## config.mk

```make
export PLATFORM = sky130hd
export DESIGN_NAME = fpu_issue_ctrl
export DESIGN_NICKNAME = d
export VERILOG_FILES = /design/src/rtl/fpu_issue_ctrl.sv
export SDC_FILE = /design/constraint.sdc
export NUM_CORES = 1
export LEC_CHECK = 0
export CORE_MARGIN = 3
export CORE_UTILIZATION = 47
export DETAILED_ROUTE_END_ITERATION = 8
export PLACE_DENSITY_LB_ADDON = 0.08
export SLEW_MARGIN = 0
export SYNTH_ARGS = -nofsm -noshare
export SYNTH_HDL_FRONTEND = slang
export SYNTH_SLANG_ARGS = --single-unit
```

## constraint.sdc

```tcl
create_clock -name CLK -period 8.74 [get_ports CLK]
set_clock_uncertainty 0.2 [all_clocks]
set_input_delay 1.748 -clock CLK [delete_from_list [all_inputs] [get_ports CLK]]
set_output_delay 1.748 -clock CLK [all_outputs]
set_load 0.02 [all_outputs]
```

## src/rtl/fpu_issue_ctrl.sv

```systemverilog
// fpu_issue_ctrl: single-issue sequencer between the Zhinx instruction stream and the add, mul and div/sqrt units.
// Build option FPU_FUSED_EN: FMADD/FMSUB/FNMADD/FNMSUB run as a multiply followed by an add on unit 0.
module fpu_issue_ctrl #(
    parameter int TIMEOUT_CYCLES = 255,
    parameter int UNIT_N         = 3
) (
    input  logic              CLK,
    input  logic              RST,
    input  logic              insn_valid,
    output logic              insn_ready,
    input  logic [31:0]       insn,
    input  logic [15:0]       rs1_data,
    input  logic [15:0]       rs2_data,
    input  logic [15:0]       rs3_data,
    input  logic [2:0]        frm,
    output logic [UNIT_N-1:0] eu_start,
    output logic [3:0]        eu_op,
    output logic [2:0]        eu_rm,
    output logic [15:0]       eu_a,
    output logic [15:0]       eu_b,
    input  logic [UNIT_N-1:0] eu_done,
    input  logic [15:0]       eu_result,
    input  logic [4:0]        eu_flags,
    output logic              resp_valid,
    input  logic              resp_ready,
    output logic [4:0]        resp_rd,
    output logic [31:0]       resp_data,
    output logic [4:0]        resp_flags,
    output logic              resp_illegal,
    output logic              resp_timeout,
    output logic              busy
);
    localparam logic [6:0] OPC_OP_FP  = 7'b1010011;
    localparam logic [6:0] OPC_FMADD  = 7'b1000011;
    localparam logic [6:0] OPC_FMSUB  = 7'b1000111;
    localparam logic [6:0] OPC_FNMSUB = 7'b1001011;
    localparam logic [6:0] OPC_FNMADD = 7'b1001111;
    localparam logic [1:0] FMT_HALF   = 2'b10;

    localparam logic [4:0] F5_ADD    = 5'b00000;
    localparam logic [4:0] F5_SUB    = 5'b00001;
    localparam logic [4:0] F5_MUL    = 5'b00010;
    localparam logic [4:0] F5_DIV    = 5'b00011;
    localparam logic [4:0] F5_SQRT   = 5'b01011;
    localparam logic [4:0] F5_SGNJ   = 5'b00100;
    localparam logic [4:0] F5_MINMAX = 5'b00101;
    localparam logic [4:0] F5_CMP    = 5'b10100;
    localparam logic [4:0] F5_CLASS  = 5'b11100;

    localparam logic [3:0] OP_ADD    = 4'd0;
    localparam logic [3:0] OP_SUB    = 4'd1;
    localparam logic [3:0] OP_MUL    = 4'd2;
    localparam logic [3:0] OP_DIV    = 4'd3;
    localparam logic [3:0] OP_SQRT   = 4'd4;
    localparam logic [3:0] OP_SGNJ   = 4'd5;
    localparam logic [3:0] OP_MINMAX = 4'd6;
    localparam logic [3:0] OP_CMP    = 4'd7;
    localparam logic [3:0] OP_CLASS  = 4'd8;

    localparam logic [1:0] RES_SEXT  = 2'd0;
    localparam logic [1:0] RES_BIT   = 2'd1;
    localparam logic [1:0] RES_CLASS = 2'd2;

    localparam logic [7:0] TO_LAST = 8'(TIMEOUT_CYCLES - 1);

    typedef enum logic [2:0] {
        S_IDLE,
        S_ISSUE,
        S_WAIT,
`ifdef FPU_FUSED_EN
        S_FUSE_ISSUE,
        S_FUSE_WAIT,
`endif
        S_RESP
    } state_t;

    state_t state, state_nxt;

    logic [31:0] insn_q;
    logic [15:0] rs1_q, rs2_q;
    logic [2:0]  frm_q;
    logic [31:0] data_q;
    logic [7:0]  cnt_q;
    logic [4:0]  flags_q;
    logic        illegal_q, timeout_q;

    logic [31:0]       dec_word;
    logic [2:0]        dec_frm;
    logic              dec_illegal, dec_fused;
    logic [UNIT_N-1:0] dec_unit, wait_unit;
    logic [3:0]        dec_op;
    logic [1:0]        dec_res;
    logic [2:0]        rm_res;
    logic              accept, waiting, done_hit, to_hit, unused_bits;

    function automatic logic [31:0] fmt_result(input logic [15:0] r, input logic [1:0] kind);
        case (kind)
            RES_BIT:   return {31'b0, r[0]};
            RES_CLASS: return {22'b0, r[9:0]};
            default:   return {{16{r[15]}}, r};
        endcase
    endfunction

    function automatic logic rm_arith_bad(input logic [2:0] rm, input logic [2:0] dyn);
        return (rm == 3'b101) || (rm == 3'b110) || ((rm == 3'b111) && (dyn >= 3'b101));
    endfunction

    // In IDLE the incoming word is decoded so an illegal one goes straight to RESP;
    // afterwards the latched copy drives routing and operand selection.
    assign dec_word = (state == S_IDLE) ? insn : insn_q;
    assign dec_frm  = (state == S_IDLE) ? frm  : frm_q;
    assign rm_res   = (insn_q[14:12] == 3'b111) ? frm_q : insn_q[14:12];

    always_comb begin
        dec_illegal = 1'b0;
        dec_fused   = 1'b0;
        dec_unit    = UNIT_N'(1);
        dec_op      = OP_ADD;
        dec_res     = RES_SEXT;
        case (dec_word[6:0])
            OPC_OP_FP: begin
                case (dec_word[31:27])
                    F5_ADD:    dec_illegal = rm_arith_bad(dec_word[14:12], dec_frm);
                    F5_SUB: begin
                        dec_op      = OP_SUB;
                        dec_illegal = rm_arith_bad(dec_word[14:12], dec_frm);
                    end
                    F5_MUL: begin
                        dec_op      = OP_MUL;
                        dec_unit    = UNIT_N'(2);
                        dec_illegal = rm_arith_bad(dec_word[14:12], dec_frm);
                    end
                    F5_DIV: begin
                        dec_op      = OP_DIV;
                        dec_unit    = UNIT_N'(4);
                        dec_illegal = rm_arith_bad(dec_word[14:12], dec_frm);
                    end
                    F5_SQRT: begin
                        dec_op      = OP_SQRT;
                        dec_unit    = UNIT_N'(4);
                        dec_illegal = rm_arith_bad(dec_word[14:12], dec_frm) || (dec_word[24:20] != 5'd0);
                    end
                    F5_SGNJ: begin
                        dec_op      = OP_SGNJ;
                        dec_illegal = dec_word[14:12] > 3'b010;
                    end
                    F5_MINMAX: begin
                        dec_op      = OP_MINMAX;
                        dec_illegal = dec_word[14:12] > 3'b001;
                    end
                    F5_CMP: begin
                        dec_op      = OP_CMP;
                        dec_res     = RES_BIT;
                        dec_illegal = dec_word[14:12] > 3'b010;
                    end
                    F5_CLASS: begin
                        dec_op      = OP_CLASS;
                        dec_res     = RES_CLASS;
                        dec_illegal = (dec_word[24:20] != 5'd0) || (dec_word[14:12] != 3'b001);
                    end
                    default:   dec_illegal = 1'b1;
                endcase
                if (dec_word[26:25] != FMT_HALF)
                    dec_illegal = 1'b1;
            end
`ifdef FPU_FUSED_EN
            OPC_FMADD, OPC_FMSUB, OPC_FNMSUB, OPC_FNMADD: begin
                dec_fused   = 1'b1;
                dec_op      = OP_MUL;
                dec_unit    = UNIT_N'(2);
                dec_illegal = rm_arith_bad(dec_word[14:12], dec_frm) || (dec_word[26:25] != FMT_HALF);
            end
`endif
            default: dec_illegal = 1'b1;
        endcase
    end

`ifdef FPU_FUSED_EN
    logic [15:0] rs3_q;
    logic [3:0]  fuse_op;
    logic [15:0] fuse_a, fuse_b;

    // Second step consumes the product held in data_q[15:0]; opcode bits [3:2] pick the variant.
    always_comb begin
        fuse_op = OP_ADD;
        fuse_a  = data_q[15:0];
        fuse_b  = rs3_q;
        case (insn_q[3:2])
            2'b01:   fuse_op = OP_SUB;
            2'b10:   fuse_a  = data_q[15:0] ^ 16'h8000;
            2'b11: begin
                fuse_a = data_q[15:0] ^ 16'h8000;
                fuse_b = rs3_q ^ 16'h8000;
            end
            default: ;
        endcase
    end

    assign wait_unit   = (state == S_FUSE_WAIT) ? UNIT_N'(1) : dec_unit;
    assign waiting     = (state == S_WAIT) || (state == S_FUSE_WAIT);
    assign unused_bits = ^{dec_word[19:15], dec_word[11:7]};
`else
    assign wait_unit   = dec_unit;
    assign waiting     = (state == S_WAIT);
    assign unused_bits = ^{dec_word[19:15], dec_word[11:7], rs3_data};
`endif

    assign accept   = (state == S_IDLE) && insn_valid;
    assign done_hit = waiting && |(eu_done & wait_unit);
    assign to_hit   = waiting && !done_hit && (cnt_q == TO_LAST);

    always_ff @(posedge CLK or posedge RST) begin
        if (RST)
            state <= S_IDLE;
        else
            state <= state_nxt;
    end

    always_comb begin
        state_nxt = state;
        case (state)
            S_IDLE:  if (insn_valid) state_nxt = dec_illegal ? S_RESP : S_ISSUE;
            S_ISSUE: state_nxt = S_WAIT;
            S_WAIT: begin
                if (done_hit) begin
`ifdef FPU_FUSED_EN
                    state_nxt = dec_fused ? S_FUSE_ISSUE : S_RESP;
`else
                    state_nxt = S_RESP;
`endif
                end else if (to_hit) begin
                    state_nxt = S_RESP;
                end
            end
`ifdef FPU_FUSED_EN
            S_FUSE_ISSUE: state_nxt = S_FUSE_WAIT;
            S_FUSE_WAIT:  if (done_hit || to_hit) state_nxt = S_RESP;
`endif
            S_RESP:  if (resp_ready) state_nxt = S_IDLE;
            default: state_nxt = S_IDLE;
        endcase
    end

    always_comb begin
        insn_ready   = (state == S_IDLE);
        busy         = (state != S_IDLE);
        eu_start     = '0;
        eu_op        = 4'd0;
        eu_rm        = 3'd0;
        eu_a         = 16'd0;
        eu_b         = 16'd0;
        resp_valid   = 1'b0;
        resp_rd      = 5'd0;
        resp_data    = 32'd0;
        resp_flags   = 5'd0;
        resp_illegal = 1'b0;
        resp_timeout = 1'b0;
        case (state)
            S_ISSUE, S_WAIT: begin
                eu_start = (state == S_ISSUE) ? dec_unit : '0;
                eu_op    = dec_op;
                eu_rm    = rm_res;
                eu_a     = rs1_q;
                eu_b     = rs2_q;
            end
`ifdef FPU_FUSED_EN
            S_FUSE_ISSUE, S_FUSE_WAIT: begin
                eu_start = (state == S_FUSE_ISSUE) ? UNIT_N'(1) : '0;
                eu_op    = fuse_op;
                eu_rm    = rm_res;
                eu_a     = fuse_a;
                eu_b     = fuse_b;
            end
`endif
            S_RESP: begin
                resp_valid   = 1'b1;
                resp_rd      = insn_q[11:7];
                resp_data    = (illegal_q || timeout_q) ? 32'd0 : data_q;
                resp_flags   = flags_q;
                resp_illegal = illegal_q;
                resp_timeout = timeout_q;
            end
            default: ;
        endcase
    end

    always_ff @(posedge CLK or posedge RST) begin
        if (RST) begin
            cnt_q     <= 8'd0;
            flags_q   <= 5'd0;
            illegal_q <= 1'b0;
            timeout_q <= 1'b0;
        end else begin
            if (accept) begin
                illegal_q <= dec_illegal;
                timeout_q <= 1'b0;
                cnt_q     <= 8'd0;
            end
            if (done_hit) begin
                flags_q <= flags_q | eu_flags;
                cnt_q   <= 8'd0;
            end else if (to_hit) begin
                timeout_q <= 1'b1;
            end else if (waiting) begin
                cnt_q <= cnt_q + 8'd1;
            end
            if ((state == S_RESP) && resp_ready) begin
                flags_q <= 5'd0;
                cnt_q   <= 8'd0;
            end
        end
    end

    always_ff @(posedge CLK) begin
        if (accept) begin
            insn_q <= insn;
            rs1_q  <= rs1_data;
            rs2_q  <= rs2_data;
            frm_q  <= frm;
`ifdef FPU_FUSED_EN
            rs3_q  <= rs3_data;
`endif
        end
        if (done_hit)
            data_q <= fmt_result(eu_result, dec_res);
    end

endmodule

```

After elaboration in Yosys (flattened, before gate mapping)
Cells that the tools add are included.
{"block": "op_classes", "add_sub_neg": 1, "order_cmp": 3, "n_eq_ne": 24, "n_mux": 42, "n_bitwise": 2, "reduce_logical": 23}
{"cell": "two-way mux 32 bit", "count": 3}
{"cell": "case mux 32 bit (2 select lines)", "count": 1}
{"cell": "two-way mux 8 bit", "count": 5}
{"cell": "two-way mux 16 bit", "count": 2}
{"cell": "case mux 4 bit (8 select lines)", "count": 1}
{"cell": "two-way mux 3 bit", "count": 10}
{"cell": "two-way mux 5 bit", "count": 4}
{"cell": "== test 3 bit, second input constant", "count": 4}
{"cell": "case mux 3 bit (4 select lines)", "count": 1}
{"cell": "== test 5 x 2 -> 1 bit, second input constant", "count": 2}
{"cell": "== test 5 x 3 -> 1 bit, second input constant", "count": 2}
{"cell": "== test 5 bit, second input constant", "count": 2}
{"cell": "adder 8 x 1 -> 8 bit, second input constant", "count": 1}
{"cell": "== test 8 bit, second input constant", "count": 1}
{"cell": "two-way mux 1 bit", "count": 8}
{"cell": "two-way mux 4 bit", "count": 2}
{"cell": "== test 7 bit, second input constant", "count": 1}
{"cell": "== test 3 x 2 -> 1 bit, second input constant", "count": 2}
{"cell": "logical AND 1 bit", "count": 6}
{"cell": "!= test 2 bit, second input constant", "count": 3}
{"cell": "!= test 3 x 1 -> 1 bit, second input constant", "count": 2}
{"cell": "case mux 3 bit (2 select lines)", "count": 1}
{"cell": "OR reduction 2 bit", "count": 3}
{"cell": "== test 5 x 1 -> 1 bit, second input constant", "count": 1}
{"cell": "other kinds (22)", "count": 27}
{"block": "word_totals", "ff_bits": 117, "in_bits": 111, "out_inout_bits": 89, "elab_cells": 105}

Depth between registers and ports, before layout
Gate-level depths: netlist (run 1).
{"block": "logic_depth", "word_depth": 15, "depth_mapped": 11, "ltp_nobuf": 9}

Worst setup path after synthesis (run 1)
No wires, ideal clock.
{"block": "synth_timing", "path_kind": "input-to-output", "from": "input port insn[5]", "to": "output port eu_op[1]", "arrival_time_ns": 3.265, "t_required_ns": 6.792, "slack_ns": 3.527, "cell_stages": 6, "cell_sequence": "and4bb_2 nand4_2 nand2_1 nand2_1 a311o_1 nor4b_2"}
{"block": "synth_between", "elab_chain_len": 4}
{"item": "start: declaration", "line_no": "11", "source": "input logic [31:0] insn,"}
{"item": "two-way mux 32 bit", "line_no": "110", "source": "assign dec_word = (state == S_IDLE) ? insn : insn_q;"}
{"item": "== test 7 bit", "line_no": "120", "source": "case (dec_word[6:0])"}
{"item": "two-way mux 4 bit", "line_no": "120"}
{"item": "two-way mux 4 bit", "line_no": "258", "source": "case (state)"}
{"item": "end: declaration", "line_no": "17", "source": "output logic [3:0] eu_op,"}
Every way passes these cells.

Final worst setup path (run 1)
Ends and elaborated chain as after synthesis.

==> results of run 1 <==
==> power groups by stage <==
stage / Clock (mW) / Sequential [mW] / Combinational, mW
after floorplan: 0 / 0.647 / 0.641
after global placement: 0 / 0.653 / 1.01
after detailed placement: 0 / 0.658 / 1.02
after CTS: 0.252 / 0.649 / 1.03
after global routing: 0.269 / 0.661 / 1.10
final: 0.245 / 0.648 / 1.02
==> layout by cell type, fill, tap and decap left out, drive strengths merged, types with 10 or more instances in the layout <==
cell | Yosys | final
nor2 | 16 | 16
edfxtp | 78 | 78
clkbuf | 8 | 11
nor2b | 13 | 13
clkdlybuf4s50 | 0 | 178
a31oi | 10 | 10
nand3 | 10 | 10
nand2 | 16 | 16
a21oi | 15 | 15
inv | 12 | 12
and2 | 70 | 70
dfrtp | 17 | 17
==> cell families after synthesis <==
logic type	Yosys count
flip-flops	95
adder cells (fa/ha/maj)	7
buffers and inverters	43
AND/OR/NAND/NOR	168
AO/OA/AOI/OAI	71
multiplexers	10
==> metrics by stage <==
step / setup slack [ns] / cells / area, um2
after floorplan: 3.53 / 394 / 4890
after global routing: 2.26 / 692 / 6790
after CTS: 2.35 / 692 / 6790
final: 2.39 / 692 / 6790
after detailed placement: 2.35 / 676 / 6630
after global placement: 2.40 / 676 / 6630
==> flip-flops by register name, summed over array words and instances (netlist names) <==
name and count:
illegal_q 1, rs1_q 16, state 2, frm_q 3
flags_q 5, cnt_q 8, data_q 16, timeout_q 1
insn_q 27, rs2_q 16
==> worst max-delay path: cells and delay by family <==
family / cells / cell delay (ns)
AND/OR/NAND/NOR: 5 / 1.21
buffers and inverters: 2 / 1.10
AO/OA/AOI/OAI: 1 / 0.34
==> final timing paths <==
kind | end | startpoint | slack, ns
max | eu_op[1] | insn[5] | 2.39
min | flags_q[0]$_DFFE_PP0P_ | flags_q[0]$_DFFE_PP0P_ | 0.31
max reg2reg | data_q[13]$_DFFE_PP_ | state[1]$_DFFE_PP0P_ | 5.05
min reg2reg | flags_q[0]$_DFFE_PP0P_ | flags_q[0]$_DFFE_PP0P_ | 0.31
max in group asynchronous | flags_q[1]$_DFFE_PP0P_ | RST | 6.33
min in group asynchronous | flags_q[4]$_DFFE_PP0P_ | RST | 1.58
==> final cells by class <==
type / instances / share of cell area, %
clock buffer: 11 / 1.93
clock inverter: 5 / 0.369
inverter: 12 / 0.663
multi-input combinational: 256 / 27.4
sequential: 95 / 40.8
tap: 133 / 2.45
timing repair buffer: 180 / 26.5
==> layer usage <==
layer | up-vias | global-route usage, % | wire [um]
met5 | - | 0 | 0
met4 | 0 | 5.95 | 189
met3 | 12 | 7.28 | 1090
met2 | 149 | 32.1 | 5470
met1 | 1739 | 23.8 | 4470
li1 | 1763 | - | -
==> impl_metrics.csv, run 1 <==
group,metric,value,unit
synth,synth_top_area_share,47.9,%
placed_design,port-buffer-count,178,
synth,synth_most_common_cell,"edfxtp_1",
synth,synth.avg_cell_area,12.4,um2
synth,yosysSeqAreaShare,56.6,%
floorplanning,initial_core_util,49.1,%
cts,hold_buffers,0,
critical_path,start_kind,"input pin",
final_layout,diodes,0,
floorplanning,die_x,108,um
cts,clkSinkCount,95,
final_layout,multi_input_area,1860,um2
critical_path,crit_fanout,7,
critical_path,crit_required,6.79,ns
synth,syn_area,4890,um2
drt,drtIter0Drc,209,
synth,synth.net_count,512,
cts,clock_tree.root_cell,"clkbuf_8",
pwr,power_leakage,2.42,nW
global_routing,grt_pass1_vias,3672,
timing,drv_slew,0,
floorplanning,die-area,11700,um2
timing,fin_crit_sh,72.6,%
drt,drc,0,
synth,yosysWarnings,0,
pwr,power_density,281,nW/um2
critical_path,r2r_cells,7,
placed_design,hpwlAfterDp,8330,um
critical_path,max_stage_delay,0.67,ns
drt,routedWlPerCell,16.2,um
pwr,total_power,1.91,mW
pwr,vdd.ir_drop.worst,0.235,mV
synth,synth_area_leader_cell,"edfxtp_1",
synth,synth-async-reset-ratio,17.9,%
timing,max-slew-margin-rel,39.5,%
synth,synthCells,394,
global_routing,antenna_found_initial,0,
placed_design,routabilityCongestion,0.841,
cts,cts_buffers,9,
synth,synth_top_family_by_area,"simple AND/OR/NAND/NOR gates",
cts,cts_tree,"built",
critical_path,crit_chain,"clkdlybuf4s50_1 -> and4bb_2 -> nand4_2 -> nand2_1 -> nand2_1 -> a311o_1 -> nor4b_2 -> clkdlybuf4s50_1",
floorplanning,die_h,108,um
synth,synth-compound-area-share,11.9,%
synth,synth-xor-area-share,0,%
critical_path,endpoint_kind,"primary output",
timing,setup-tns-final,0,ns
pwr,p_comb_share,53.3,%
floorplanning,std_cell_rows,36,
cts,clockBufferDepth,2,
cts,clock_latency,0.36,ns
final_layout,area_growth,38.9,%
final_layout,regArea,2770,um2
final_layout,fin_nets,672,
cts,post_cts_buffers,0,
synth,synthMuxAreaShare,2.79,%
final_layout,post-route-util,68.2,%
pwr,power_switching_share,38.8,%
timing,hold_violations,0,
timing,max_freq,158,MHz
synth,yosysUniqueCellTypes,70,
drt,num_vias,3663,
status,status,"finished clean",
hold_path,whs_path_depth,2,
cts,cts_resized,0,
final_layout,n_fill_cell,779,
pwr,seqPwrFrac,33.9,%
cts,cts.reportedPaths.clkPinSlew,0.09,ns
global_routing,grt_usage,19.4,%
pwr,pwr-share-clk,12.8,%
critical_path,cp_slowest_cell,"clkdlybuf4s50_1",
synth,synthTopCellsByArea,"edfxtp_1 48%, and2_1 9.0%, dfrtp_1 8.7%, buf_4 2.6%, ha_1 1.8%",
drt,drt-pass1-iter-count,4,
timing,rsz0062_at_grt,"no",
timing,worstMarginPinSlew,0.907,ns
drt,avgViaCountPerCell,5.29,
critical_path,crit_type,"input pin to primary output",
pwr,p_int,1.17,mW
floorplanning,pin_count,200,
global_routing,grt_pass1_wl,17800,um
global_routing,overflow,0,
global_routing,grt_max_degree,63,
synth,synth-edff-count,78,
critical_path,arrival,4.40,ns
final_layout,drive_gt1_share,7.51,%
synth,synth_top_cells_by_count,"78 x edfxtp_1, 70 x and2_1, 17 x buf_4, 17 x dfrtp_1",
timing,setup_violations,0,
job,cap_violations,0,
drt,drt-total-wl,11200,um
synth,synth_adder_area_share,1.79,%
synth,synth_seq_cells,95,
hold_path,worstHoldPathType,"flop to flop",
pwr,switchingPower,741,uW
synth,synth_ff_type,"edfxtp_1",
timing,hold_slack,0.309,ns
timing,min_period,6.35,ns
synth,yosys.area_share.simple,21.5,%
cts,h-tree-depth,3,
drt,postRouteAntennaNets,0,
floorplanning,core_area,9950,um2
Note: power is estimated with default switching activity, not from simulation.
==> run 2, diff against run 1 <==
--- a/config.mk
+++ b/config.mk
@@ -6,7 +6,7 @@
 export NUM_CORES = 1
 export LEC_CHECK = 0
 export CORE_MARGIN = 3
-export CORE_UTILIZATION = 47
+export CORE_UTILIZATION = 44
 export DETAILED_ROUTE_END_ITERATION = 8
 export PLACE_DENSITY_LB_ADDON = 0.08
 export SLEW_MARGIN = 0
==> constraint.sdc (replaced) <==
create_clock -name CLK -period 6.62 [get_ports CLK]
set_clock_uncertainty 0.2 [all_clocks]
set_input_delay 1.324 -clock CLK [delete_from_list [all_inputs] [get_ports CLK]]
set_output_delay 1.324 -clock CLK [all_outputs]
set_load 0.02 [all_outputs]
==> impl_metrics.csv, run 2 (same netlist as run 1, synthesis figures left out) <==
group,metric,value,unit
critical_path,crit_fanout,7,
cts,clock_tree.root_cell,"clkbuf_8",
floorplanning,initial_core_util,46.3,%
critical_path,reg2reg_slack,3.07,ns
critical_path,endpoint_kind,"primary output",
timing,setup-tns-final,0,ns
hold_path,worstHoldPathType,"flop to flop",
drt,postRouteAntennaNets,0,
placed_design,pre_cts_ws,1.08,ns
pwr,vdd.ir_drop.worst,0.210,mV
timing,rsz0062_at_grt,"no",
drt,drtIter0Drc,174,
global_routing,grt_pass1_vias,3580,
final_layout,regMostFlops,"insn_q",
timing,drv_slew,0,
global_routing,antenna_found_initial,0,
timing,min_period,5.52,ns
global_routing,grt_pass1_wl,17900,um
job,cap_violations,0,
pwr,power_density,382,nW/um2
cts,cts_resized,0,
drt,drt-total-wl,11100,um
final_layout,largest_reg_flops,27,
final_layout,final_cell_mix,"178 x clkdlybuf4s50_1, 78 x edfxtp_1, 70 x and2_1, 17 x dfrtp_1",
cts,h-tree-depth,3,
final_layout,fin_nets,673,
critical_path,arrival,4.00,ns
critical_path,reg2reg_from,"state[1]$_DFFE_PP0P_",
placed_design,routabilityCongestion,0.864,
placed_design,hpwlAfterDp,8190,um
placed_design,port-buffer-count,178,
status,status,"finished clean",
timing,fin_ws,1.10,ns
drt,num_vias,3625,
timing,max_freq,181,MHz
floorplanning,std_cell_rows,37,
timing,worstMarginPinSlew,1.04,ns
floorplanning,die_h,111,um
final_layout,drive_gt1_share,8.21,%
timing,fin_crit_sh,83.4,%
global_routing,grt_max_degree,63,
floorplanning,core_area,10600,um2
cts,cts.reportedPaths.clkPinSlew,0.09,ns
floorplanning,die-area,12400,um2
floorplanning,die_x,111,um
final_layout,diodes,0,
final_layout,area_growth,40.5,%
critical_path,crit_type,"input pin to primary output",
drt,drc,0,
hold_path,min-delay-start,"flags_q[2]$_DFFE_PP0P_",
final_layout,layout_commonest_cell,"clkdlybuf4s50_1",
drt,avgViaCountPerCell,5.21,
cts,clkSinkCount,95,
floorplanning,pin_count,200,
critical_path,critPathLaunch,"insn[5]",
cts,clock_latency,0.36,ns
cts,cts_tree,"built",
global_routing,overflow,0,
global_routing,grt_usage,17.8,%
cts,cts_buffers,9,
timing,hold_violations,0,
timing,max-slew-margin-rel,30.8,%
final_layout,post-route-util,65.1,%
cts,hold_buffers,0,
critical_path,crit_required,5.10,ns
cts,clockBufferDepth,2,
cts,post_cts_buffers,0,
timing,setup_violations,0,
drt,routedWlPerCell,16.0,um
critical_path,start_kind,"input pin",
drt,drt-pass1-iter-count,4,
pwr,power_leakage,2.46,nW
==> run 2: cell count changes in the layout (fill, tap and decap cells not counted), sizes merged <==
cell	before	now
buf	2	3
bufinv	0	2
clkinv	5	3
==> run 2: layout make-up <==
cell class	count	area [um2]
repair buffers	181	1800
fillers	814	3690
inverters	12	45.0
flip-flops and latches	95	2770
multi-input cells	256	1860
clock inverters	5	82.6
well taps	136	170
clock buffers	11	141
==> run 2: worst paths after layout <==
check,end,depth (start not counted)
max in group asynchronous,cnt_q[0]$_DFF_PP0_,2
max reg2reg,data_q[10]$_DFFE_PP_,8
min reg2reg,flags_q[2]$_DFFE_PP0P_,2
max,eu_op[1],8
min in group asynchronous,flags_q[3]$_DFFE_PP0P_,2
min,flags_q[2]$_DFFE_PP0P_,2
==> run 2: through the flow <==
step	total power, mW	instance area, um2	cells	hold WS (ns)
after floorplan	1.70	4890	394	0.254
after global placement	2.20	6640	680	0.272
after detailed placement	2.22	6640	680	0.280
after CTS	2.65	6870	696	0.302
after global routing	2.78	6870	696	0.331
final	2.62	6870	696	0.299
==> run 2: report_power, final <==
group          switching [mW]  internal, mW
logic                   0.724         0.615
clock network           0.202         0.224
registers              0.0614         0.795
total                   0.987          1.63
==> run 2: routing by layer <==
layer	GRT usage, %	part of all wire, %	routed length [um]
met5	0	0	0
met2	28.9	47	5210
met4	6.24	1.3	140
met3	5.33	8.3	918
met1	22.7	44	4850
==> run 2: worst max-delay path: stages <==
cell	delay, ns
clkdlybuf4s50_1	0.42
and4bb_2	0.31
nand4_2	0.25
nand2_1	0.23
nand2_1	0.09
a311o_1	0.37
nor4b_2	0.32
clkdlybuf4s50_1	0.68
